==> config.mk <==
export PLATFORM = sky130hd
export DESIGN_NAME = memory_scan_reader_flat
export DESIGN_NICKNAME = d
export VERILOG_FILES = /design/src/rtl/memory_scan_reader_if.sv /design/src/rtl/memory_scan_reader.sv /design/src/flat_wrapper.sv
export SDC_FILE = /design/constraint.sdc
export NUM_CORES = 1
export LEC_CHECK = 0
export CAP_MARGIN = 20
export CORE_MARGIN = 8
export CORE_UTILIZATION = 45
export DETAILED_ROUTE_END_ITERATION = 6
export HOLD_SLACK_MARGIN = 0.02
export PLACE_DENSITY = 0.73
export RECOVER_POWER = 25
export SLEW_MARGIN = 20
export SYNTH_ARGS = -nofsm -noshare
export SYNTH_HDL_FRONTEND = slang
export SYNTH_SLANG_ARGS = --single-unit
==> constraint.sdc <==
create_clock -name clk -period 2.5 [get_ports clk]
set_clock_uncertainty 0.2 [all_clocks]
set_input_delay 0.375 -clock clk [delete_from_list [all_inputs] [get_ports clk]]
set_output_delay 0.375 -clock clk [all_outputs]
set_load 0.005 [all_outputs]
==> src/rtl/memory_scan_reader_if.sv <==
// Bus bundle between the scan reader, the addressed memory block and the downstream consumer.
// The master side addresses memory and presents bytes; the slave side returns data and accepts bytes.
interface memory_scan_reader_if #(
  parameter int ADDR_W = 2
);
  logic [ADDR_W-1:0] mem_addr;
  logic [7:0]        mem_data;
  logic [7:0]        out_data;
  logic [ADDR_W-1:0] out_addr;
  logic              out_valid;
  logic              out_ready;

  modport master (
    output mem_addr,
    input  mem_data,
    output out_data,
    output out_addr,
    output out_valid,
    input  out_ready
  );

  modport slave (
    input  mem_addr,
    output mem_data,
    input  out_data,
    input  out_addr,
    input  out_valid,
    output out_ready
  );
endinterface

==> src/rtl/memory_scan_reader.sv <==
// Walks every memory address, lets each one settle, captures the byte and hands it downstream
// on a valid/ready handshake while accumulating a mod-256 checksum of the scan.
module memory_scan_reader #(
  parameter int NUM_BYTES     = 4,
  parameter int ADDR_W        = $clog2(NUM_BYTES),
  parameter int SETTLE_CYCLES = 2
) (
  input  logic                 clk,
  input  logic                 rst_n,
  input  logic                 start,
  input  logic                 abort,
  memory_scan_reader_if.master bus,
  output logic                 busy,
  output logic                 done,
  output logic [7:0]           checksum
);

  localparam int CNT_W = (SETTLE_CYCLES > 1) ? $clog2(SETTLE_CYCLES) : 1;
  localparam logic [CNT_W-1:0]  CNT_LAST  = CNT_W'(SETTLE_CYCLES - 1);
  localparam logic [ADDR_W-1:0] ADDR_LAST = ADDR_W'(NUM_BYTES - 1);

  generate
    if (NUM_BYTES < 2 || (NUM_BYTES & (NUM_BYTES - 1)) != 0) begin : g_bad_num_bytes
      $error("memory_scan_reader: NUM_BYTES must be a power of two and at least 2");
    end
    if (ADDR_W != $clog2(NUM_BYTES)) begin : g_bad_addr_w
      $error("memory_scan_reader: ADDR_W must equal clog2(NUM_BYTES)");
    end
    if (SETTLE_CYCLES < 1) begin : g_bad_settle
      $error("memory_scan_reader: SETTLE_CYCLES must be at least 1");
    end
  endgenerate

  typedef enum logic [1:0] {
    IDLE,
    SETTLE,
    PRESENT,
    DONE
  } state_t;

  state_t           state;
  logic [CNT_W-1:0] cnt;

  // Abort is checked ahead of the per-state work so it overrides a same-edge handshake,
  // while IDLE ignores abort entirely so a simultaneous start still launches.
  always_ff @(posedge clk or negedge rst_n) begin
    if (!rst_n) begin
      state         <= IDLE;
      cnt           <= '0;
      bus.mem_addr  <= '0;
      bus.out_data  <= '0;
      bus.out_addr  <= '0;
      bus.out_valid <= 1'b0;
      busy          <= 1'b0;
      done          <= 1'b0;
      checksum      <= '0;
    end else begin
      done <= 1'b0;
      if (abort && state != IDLE) begin
        state         <= IDLE;
        cnt           <= '0;
        bus.mem_addr  <= '0;
        bus.out_valid <= 1'b0;
        busy          <= 1'b0;
      end else begin
        case (state)
          IDLE: begin
            if (start) begin
              state        <= SETTLE;
              cnt          <= '0;
              bus.mem_addr <= '0;
              checksum     <= '0;
              busy         <= 1'b1;
            end
          end
          SETTLE: begin
            if (cnt == CNT_LAST) begin
              bus.out_data  <= bus.mem_data;
              bus.out_addr  <= bus.mem_addr;
              bus.out_valid <= 1'b1;
              checksum      <= checksum + bus.mem_data;
              state         <= PRESENT;
            end else begin
              cnt <= cnt + 1'b1;
            end
          end
          PRESENT: begin
            if (bus.out_ready) begin
              bus.out_valid <= 1'b0;
              if (bus.mem_addr == ADDR_LAST) begin
                state <= DONE;
                done  <= 1'b1;
              end else begin
                bus.mem_addr <= bus.mem_addr + 1'b1;
                cnt          <= '0;
                state        <= SETTLE;
              end
            end
          end
          DONE: begin
            state        <= IDLE;
            bus.mem_addr <= '0;
            busy         <= 1'b0;
          end
          default: begin
            state <= IDLE;
            busy  <= 1'b0;
          end
        endcase
      end
    end
  end

endmodule
==> src/flat_wrapper.sv <==
// flat-port wrapper written by rule: the top's interface ports become plain ports
module memory_scan_reader_flat 
#(
  parameter int NUM_BYTES     = 4,
  parameter int ADDR_W        = $clog2(NUM_BYTES),
  parameter int SETTLE_CYCLES = 2
)
  (clk, rst_n, start, abort, busy, done, checksum, bus_mem_addr, bus_mem_data, bus_out_data, bus_out_addr, bus_out_valid, bus_out_ready);
  memory_scan_reader_if #(.ADDR_W(ADDR_W)) bus_i ();
  input  logic clk;
  input  logic rst_n;
  input  logic start;
  input  logic abort;
  output logic busy;
  output logic done;
  output logic [7:0] checksum;
  output wire logic [$bits(bus_i.mem_addr)-1:0] bus_mem_addr;
  input wire logic [$bits(bus_i.mem_data)-1:0] bus_mem_data;
  output wire logic [$bits(bus_i.out_data)-1:0] bus_out_data;
  output wire logic [$bits(bus_i.out_addr)-1:0] bus_out_addr;
  output wire logic [$bits(bus_i.out_valid)-1:0] bus_out_valid;
  input wire logic [$bits(bus_i.out_ready)-1:0] bus_out_ready;
  assign bus_mem_addr = bus_i.mem_addr;
  assign bus_i.mem_data = bus_mem_data;
  assign bus_out_data = bus_i.out_data;
  assign bus_out_addr = bus_i.out_addr;
  assign bus_out_valid = bus_i.out_valid;
  assign bus_i.out_ready = bus_out_ready;
  memory_scan_reader #(.NUM_BYTES(NUM_BYTES), .ADDR_W(ADDR_W), .SETTLE_CYCLES(SETTLE_CYCLES)) u_core (.clk(clk), .rst_n(rst_n), .start(start), .abort(abort), .bus(bus_i), .busy(busy), .done(done), .checksum(checksum));
endmodule
# Word level (Yosys, flattened, before mapping)
# Cells that the tools add are included.
[totals] register_bits=26 in_bits=13 output_inout_bits=23
[classes] addsub=3 n_eq_ne=10 mux=31 n_bitwise=1 reduce_logical=15
[op_table] cell="$mux 2" count=9
[op_table] cell="$mux 8" count=2
[op_table] cell="$pmux 8 s2" count=1
[op_table] cell="$mux 1" count=14
[op_table] cell="$reduce_and 4->1" count=3
[op_table] cell="$ne 3x2->1 const B" count=3
[op_table] cell="$reduce_and 3->1" count=3
[op_table] cell="$add 8x8->8" count=1
[op_table] cell="$pmux 2 s4" count=1
[op_table] cell="$reduce_bool 4->1" count=2
[op_table] cell="$eq 2x2->1 const B" count=3
[op_table] cell="$pmux 2 s3" count=1
[op_table] cell="$reduce_bool 3->1" count=2
[op_table] cell="$pmux 1 s2" count=2
[op_table] cell="$reduce_bool 2->1" count=2
[op_table] cell="$ne 3x1->1 const B" count=1
[op_table] cell="$pmux 1 s3" count=1
[op_table] cell="$add 2x1->2 const B" count=1
[op_table] cell="$eq 2x1->1 const B" count=1
[op_table] cell="$logic_not 2->1" count=1
[op_table] cell="$ne 2x1->1 const B" count=1
[op_table] cell="$ne 2x2->1 const B" count=1
[op_table] cell="$reduce_and 2->1" count=1
[op_table] cell="$add 1x1->1 const B" count=1
[op_table] cell="other kinds (2)" count=2

# Depth between registers and ports, before layout
# Gate-level depths: netlist (run 1).
[logic_depth] ltp_word=5 mapped_depth=8 mapped_depth_nobuf=7

# Worst setup path after synthesis (run 1)
# Ideal clock, no wire load.
[synth_timing] path_type="reg2reg" from="register u_core.checksum[0]" to="register u_core.checksum[6]" setup_ns=0.127 arrival_time_ns=1.869 slack_ns=0.304 path_stages_with_launch=8 n_path_buf=0 path_cell_list="dfrtp_1 > ha_1 > fa_1 > a21o_1 > a21o_1 > a21oi_1 > and4bb_2 > nand3b_1"
[synth_between] elab_chain_len=3
[synth_rtl] item="start, declared" line_no="memory_scan_reader.sv:15" text="output logic [7:0] checksum"
[synth_rtl] item="start signal, assigned" line_no="memory_scan_reader.sv:81" text="checksum <= checksum + bus.mem_data;"
[synth_rtl] item="$add 8x8->8" line_no="memory_scan_reader.sv:81"
[synth_rtl] item="$mux 8" line_no="memory_scan_reader.sv:77" text="if (cnt == CNT_LAST) begin"
[synth_rtl] item="$pmux 8 s2" line_no="memory_scan_reader.sv:66" text="case (state)"
# Every way passes these cells. The select of a mux whose other input is x is not followed.
# A chain may end at the register's enable or synchronous reset.

# Final worst setup path (run 1)
[layout_timing] from="register u_core.state[0]" to="register u_core.checksum[6]"
[layout_between] elab_chain_len=4 word_cells_on_any_way=10
[layout_rtl] item="start, declared" line_no="memory_scan_reader.sv:41" text="state_t state;"
[layout_rtl] item="start signal, assigned" line_no="memory_scan_reader.sv:48" text="state <= IDLE;"
[layout_rtl] item="start signal, assigned" line_no="memory_scan_reader.sv:60" text="state <= IDLE;"
[layout_rtl] item="start signal, assigned" line_no="memory_scan_reader.sv:69" text="state <= SETTLE;"
[layout_rtl] item="branches (longest 4 deep; another with $reduce_and 4->1)"
# Parallel ways; which one is timed is not known.

==> results of run 1 <==
-- area by class of cell --
| cell class | count | share of cell area [%] |
|---|---|---|
| clock buffers | 4 | 1.82 |
| flip-flops and latches | 26 | 32.6 |
| inverters | 7 | 1.32 |
| multi-input cells | 100 | 41.0 |
| well taps | 46 | 2.88 |
| repair buffers | 43 | 20.4 |
-- logic make-up after synthesis --
group | synth area share, %
AND/OR/NAND/NOR | 10.9
AO/OA/AOI/OAI | 20.7
flip-flops | 43.0
buffers and inverters | 2.81
XOR/XNOR | 2.32
adder cells (fa/ha/maj) | 12.1
multiplexers | 8.11
-- stage by stage --
| step | cell area [um2] | utilization [%] | setup TNS (ns) |
|---|---|---|---|
| detailed placement | 1960 | 59.8 | -0.235 |
| global placement | 1960 | 59.8 | -0.153 |
| floorplan | 1510 | - | 0 |
| finish | 2000 | 60.8 | 0 |
| global route | 2000 | 60.8 | 0 |
| CTS | 2000 | 60.9 | 0 |
-- worst min-delay path, cell delays in order, from the launching register on --
cell and delay, ns:
dfrtp_1 0.37, nand2_1 0.04, o21ai_0 0.06
-- Yosys cell counts --
library cell and count:
a221o_1 1, a21oi_1 3, o31ai_1 2, o21ai_0 8, buf_2 1, nand2_2 1
nor2b_1 1, nand3_1 1, a21oi_2 2, o21bai_1 1, o41ai_1 1, mux2i_1 1
ha_1 13, a211oi_1 1, inv_1 7, buf_6 1, and2b_2 1, and3_1 1
o211a_1 1, dfrtp_1 26, xnor2_1 1, a211o_1 1, a22o_2 5, o211ai_1 2
nand2b_2 1, xor2_1 3, nor2_1 4, fa_1 1, a31oi_1 1, nor3_1 1
and4bb_2 1, and4_1 1, o2111a_1 1, o32a_1 1, nand4b_1 1, mux2_2 10
a22oi_1 1, and2_1 2, a21o_1 6, nand3b_1 1, a21boi_0 1, a32o_1 2
nand2_1 11, nand2b_1 2
-- state kept, by name, summed over array words and instances, names as in the netlist --
register              cells
u_core.bus.mem_addr       2
u_core.bus.out_addr       2
u_core.bus.out_data       8
u_core.bus.out_valid      1
u_core.busy               1
u_core.checksum           8
u_core.cnt                1
u_core.done               1
u_core.state              2
-- where the power goes --
part           internal [W]  switching, W
clock             0.0000894      0.000136
combinational      0.000690      0.000525
sequential         0.000598      0.000130
total               0.00138      0.000792
-- metal layers --
metal,vias to the layer above,track usage [%]
li1,591,-
met1,598,17.2
met3,7,3.91
met4,0,5.76
met2,40,22.0
met5,-,0
-- how the worst max path moves through the flow --
| stage | endpoint | start |
|---|---|---|
| final | u_core.checksum[6] | u_core.state[0] |
| after global routing | u_core.checksum[6] | u_core.state[0] |
| after CTS | u_core.checksum[6] | u_core.state[0] |
| after detailed placement | u_core.checksum[6] | bus_mem_data[0] |
| after global placement | u_core.checksum[6] | bus_mem_data[0] |
| after floorplan | u_core.checksum[6] | u_core.checksum[0] |
==> summary.txt, run 1 <==
Status
  • Status: finished clean

Critical path
  • Max FO, Critical Path: 11
  • Slowest cell on the critical path: dfrtp_1
  • Critical-path cell list: inv_1, ha_1, nand2b_2, o2111a_1, a32o_1, a31oi_1, nand3b_1
  • CP required: 2.54 ns
  • Setup crit end kind: flip-flop
  • CP Launch Type: flip-flop
  • Crit Path Class: reg -> reg
  • Crit-path max cell delay: roughly 0.49 ns
  • Worst reg2reg path depth: 7
  • Total stage count of the critical path: 7
  • Reg2reg setup slack: between 0.15 and 0.2 ns
  • CP bufs+invs: 1
  • Critical Path AT: ~2.4 ns
  • R2r startpoint: u_core.state[0]
  • Critical path's top delay family: compound AO/OA/AOI/OAI gates
  • Critical R2R Capture: u_core.checksum[6]

Route
  • Top Layer Used: met4
  • Wire per inst: between 15 and 20 um
  • DRC: 0
  • Initial DRC count: 64
  • Routed wire length on met2: about 1600 um
  • DRT antenna net count: 0
  • Met3 WL: roughly 230 um
  • Via/cell ratio: between 5 and 6
  • Routed WL: roughly 3500 um
  • Routed vias: about 1.2k
  • Met1 wire length: ~1600 um
  • Drt pass-1 iters: 4

Clock network
  • Hold_buf cts: 0
  • CTS Buf Count: 3
  • CTS sink count: 26
  • Post_cts resized: 0
  • TritonCTS clock tree: built
  • Clk buf depth: 2
  • Clock-pin transition on the worst setup and hold timing paths: 0.15 ns
  • Insertion delay to the later sink of the worst-skew pair: ~0.34 ns
  • Htree depth: 1
  • Post-CTS Setup Bufs: 0
  • CTS Root Cell: clkbuf_4

Timing
  • Slew headroom: between 6 and 7%
  • Worst setup margin: about 0.16 ns
  • Final-report hold violation count: 0
  • Min cycle time layout: roughly 2.3 ns
  • Final setup vio count: 0
  • F_max: roughly 430 MHz
  • Period utilization: between 90% and 100%
  • Slew Viols, Final: 0
  • Worst Tran Pin Value: 1.40 ns
  • RSZ-0062 raised after global routing: no
  • Hold_ws: 0.295 ns

Global route
  • Gr usage total: roughly 14%
  • First-pass GRT wire length: between 6000 and 7000 um
  • Largest net degree at the start of global routing: 27
  • Vias in the first global route: 1,297
  • Global route overflow: 0
  • Initial antenna violation count: 0

Synth
  • Cells after synthesis: about 140
  • Mapped cell area: roughly 1500 um2
  • Most area-consuming cells after synthesis: dfrtp_1, ha_1, mux2_2, a22o_2, a21o_1
  • Synth unique cells: 44
  • Syn_nets: around 160
  • Post-synth top area share: roughly 43%
  • Register area share after synthesis: 43.0%
  • Syn Area/Cell: roughly 11 um2
  • Post-synth top area cell: dfrtp_1
  • Synthesis-stage register bit count: 26
  • Synth warn: 0

Final layout
  • ANT cells: 0
  • FF+latch area: about 650 um2
  • Layout area overhead: 32.0%
  • Multi-input logic area: between 800 and 900 um2
  • Non-Filler Instances: between 200 and 250
  • Filler cell count in the final layout: between 200 and 300
  • # nets final: 208
  • Layout cells sized above 1: 17.8%
  • Most frequent cells in the layout: clkdlybuf4s50_1, dfrtp_1, ha_1
  • Commonest non-fill, non-tap cell in the layout: clkdlybuf4s50_1

Power
  • LEAKAGE: 0.945 nW
  • Pwr dens: 1090 nW/um2
  • Max VDD drop: 0.494 mV
  • Tot Pwr: ~0.0022 W

Floorplan
  • Core ar.: ~3300 um2
  • Num ports: 36
  • Die X: ~74 um
  • Std-Cell Rows: 21
  • Initial Utilization: between 40% and 50%
  • Die ar.: between 5000 and 6000 um2
  • Die Span Y: 74.0 um

Hold path
  • Hold path start: u_core.bus.out_valid
  • Hold Path Sink: u_core.bus.out_valid
  • Hold Crit Class: reg -> reg
  • Hold Path Depth: 2

Place
  • Routability congestion estimate: 0.826
  • Dpl ws: -0.172 ns
  • Port Buffer Count: 35
  • DP HPWL: roughly 2700 um
  • Cells after DPL: 222

Run
  • Max-cap violations: 0
No activity file was read; power rests on OpenSTA's default activity.
==> run 2, diff against run 1 <==
Settings changed: PLACE_DENSITY 0.73 to 0.77.
==> run 2 against run 1 <==
Net effect:
- flip-flop and latch count did not move
- global-route usage fell by 0.42 points
- cell count fell by 0.44%
- non-clock buffer count fell by 1
- power fell by 1.0%
- highest routed layer unchanged
==> summary.txt, run 2 (synthesis gave the netlist of run 1 again) <==
Status
  • Status: finished clean

Timing
  • Slew Viols, Final: 0 (unchanged)
  • Period utilization: 92.8% (-0.93 points)
  • F_max: 431 MHz (+1.0%)
  • Worst Tran Pin Value: 1.40 ns (-0.0000814 ns)
  • Final setup vio count: 0 (unchanged)
  • Slew headroom: 6.59% (about the same)
  • RSZ-0062 raised after global routing: no
  • Final-report hold violation count: 0 (unchanged)
  • Min cycle time layout: 2.32 ns (-0.0233 ns)

Power
  • Seq pwr share: 34.3% (+0.7 points)
  • Internal: 0.00137 W (-0.86%)
  • Tot Pwr: 0.00215 W (-1.0%)
  • Sw Ratio: 36.4% (-0.11 points)
  • P_sw: 0.000781 W (-1.3%)
  • Pwr dens: 1080 nW/um2 (-0.66%)
  • Gate power share: 55.7% (-0.3 points)
  • Clk pwr share: 10.0% (-0.4 points)
  • Max VDD drop: 0.522 mV (+5.8%)
  • LEAKAGE: 0.941 nW (-0.45%)

Final layout
  • Layout cells sized above 1: 17.3% (-0.46 points)
  • ANT cells: 0 (unchanged)
  • Commonest non-fill, non-tap cell in the layout: clkdlybuf4s50_1
  • # nets final: 207 (-0.48%)
  • Biggest regs: u_core.bus.out_data x8, u_core.checksum x8
  • Layout area overhead: 31.5%
  • Non-Filler Instances: 225 (-0.44%)
  • Filler cell count in the final layout: 285 (+1.4%)
  • Most frequent cells in the layout: clkdlybuf4s50_1, dfrtp_1, ha_1

Critical path
  • R2r startpoint: u_core.checksum[0]
  • Critical R2R Capture: u_core.checksum[6]
  • CP bufs+invs: 1 (unchanged)
  • Crit Path Class: in -> reg
  • Worst reg2reg path depth: 7 (unchanged)
  • Slowest cell on the critical path: clkdlybuf4s50_1
  • Critical-path cell list: clkdlybuf4s50_1, ha_1, fa_1, a21o_1, a21o_1, a21oi_1, and4bb_2, nand3b_1
  • Critical Path AT: 2.34 ns (-0.05 ns)
  • Critical Path Start: bus_mem_data[0]
  • Total stage count of the critical path: 8 (+1)
  • Crit-path max cell delay: 0.42 ns (-0.07 ns)
  • Max FO, Critical Path: 2 (-9)
  • Critical path's top delay family: adder cells
  • Reg2reg setup slack: 0.24 ns (+0.08 ns)
  • CP required: 2.52 ns (-0.02 ns)
  • CP Launch Type: input port
  • Setup crit end kind: flip-flop
  • Most common cell type on the critical path: a21o_1

Clock network
  • Clock-pin transition on the worst setup and hold timing paths: 0.14 ns (about the same)
  • Htree depth: 1 (unchanged)
  • Post_cts resized: 0 (unchanged)
  • Clk buf depth: 2 (unchanged)
  • CTS sink count: 26 (unchanged)
  • Post-CTS Setup Bufs: 0 (unchanged)
  • TritonCTS clock tree: built
  • Hold_buf cts: 0 (unchanged)
  • CTS Root Cell: clkbuf_4
  • Insertion delay to the later sink of the worst-skew pair: 0.32 ns (-0.02 ns)
  • CTS Buf Count: 3 (unchanged)

Route
  • Via/cell ratio: 5.34 (-2.3%)
  • Top Layer Used: met4
  • Routed vias: 1,202 (-2.8%)
  • Met3 WL: 220 um (-2.2%)
  • Routed wire length on met2: 1640 um (+0.18%)
  • Routed WL: 3400 um (-2.4%)
  • Met1 wire length: 1500 um (-4.1%)
  • Wire per inst: 15.1 um (-1.9%)
  • Drt pass-1 iters: 5 (+1)
  • DRC: 0 (unchanged)
  • DRT antenna net count: 0 (unchanged)
  • Initial DRC count: 96 (+50%)

Floorplan
  • Die X: 74.0 um (unchanged)
  • Die Span Y: 74.0 um (unchanged)
  • Std-Cell Rows: 21 (unchanged)
  • Initial Utilization: 46.0% (unchanged)
  • Core ar.: 3280 um2 (unchanged)
  • Die ar.: 5470 um2 (unchanged)
  • Num ports: 36 (unchanged)

Place
  • Cells after DPL: 221 (-0.45%)
  • DP HPWL: 2610 um (-2.7%)
  • Port Buffer Count: 35 (unchanged)
  • Routability congestion estimate: 0.887 (+7.4%)

Global route
  • Global route overflow: 0 (unchanged)
  • Vias in the first global route: 1,268 (-2.2%)
  • First-pass GRT wire length: 5810 um (-3.3%)
  • Largest net degree at the start of global routing: 27 (unchanged)
  • Initial antenna violation count: 0 (unchanged)
  • Gr usage total: 13.4% (-0.42 points)

Hold path
  • Hold Path Depth: 1 (-1)
  • Hold path start: u_core.bus.out_data[5]
  • Hold Crit Class: reg -> reg
  • Hold Path Sink: u_core.bus.out_data[5]

Run
  • Max-cap violations: 0 (unchanged)
## run 2: changes by cell type in the layout (fill, tap and decap cells not counted), sizes merged
cell,change
buf,-1
## run 2: worst max path at each step
stage                         end  slack [ns]
3_3_place_gp   u_core.checksum[6]       -0.13
5_1_grt        u_core.checksum[6]        0.09
6_report       u_core.checksum[6]        0.18
4_1_cts        u_core.checksum[6]        0.18
2_1_floorplan  u_core.checksum[6]        0.30
3_5_place_dp   u_core.checksum[6]       -0.18
## run 2: final cells by class
cell class,count,area [um2],share of cell area [%]
Sequential cell,26,651,32.7
Timing Repair Buffer,42,399,20.1
Tap cell,46,57.6,2.89
Clock buffer,4,36.3,1.83
Multi-Input combinational cell,100,818,41.2
Inverter,7,26.3,1.32
## run 2: routing by layer
metal	up-vias	track usage, %
li1	584	-
met1	590	16.0
met2	24	21.9
met3	4	4.45
met4	0	5.10
met5	-	0
## run 2: power groups by stage
| stage | logic [W] | clock network [W] | registers, W |
|---|---|---|---|
| floorplan | 0.000670 | 0 | 0.000737 |
| global placement | 0.00117 | 0 | 0.000735 |
| detailed placement | 0.00120 | 0 | 0.000744 |
| CTS | 0.00121 | 0.000224 | 0.000738 |
| global route | 0.00133 | 0.000239 | 0.000767 |
| finish | 0.00120 | 0.000215 | 0.000737 |
## run 2: metrics by stage
| step | utilization (%) | setup WS, ns | setup TNS, ns | hold WS, ns | cell area, um2 |
|---|---|---|---|---|---|
| 2_1_floorplan | - | 0.304 | 0 | -0.121 | 1510 |
| 3_3_place_gp | 59.5 | -0.131 | -0.161 | 0.269 | 1960 |
| 3_5_place_dp | 59.5 | -0.178 | -0.240 | 0.295 | 1960 |
| 4_1_cts | 60.6 | 0.177 | 0 | 0.197 | 1990 |
| 5_1_grt | 60.5 | 0.0890 | 0 | 0.337 | 1990 |
| 6_report | 60.5 | 0.180 | 0 | 0.325 | 1990 |
==> run 3, diff against run 2 <==
Settings changed: CTS_CLUSTER_SIZE set to 16.
==> results of run 3 <==
Final layout, timing and power as in run 2 (identical DEF).
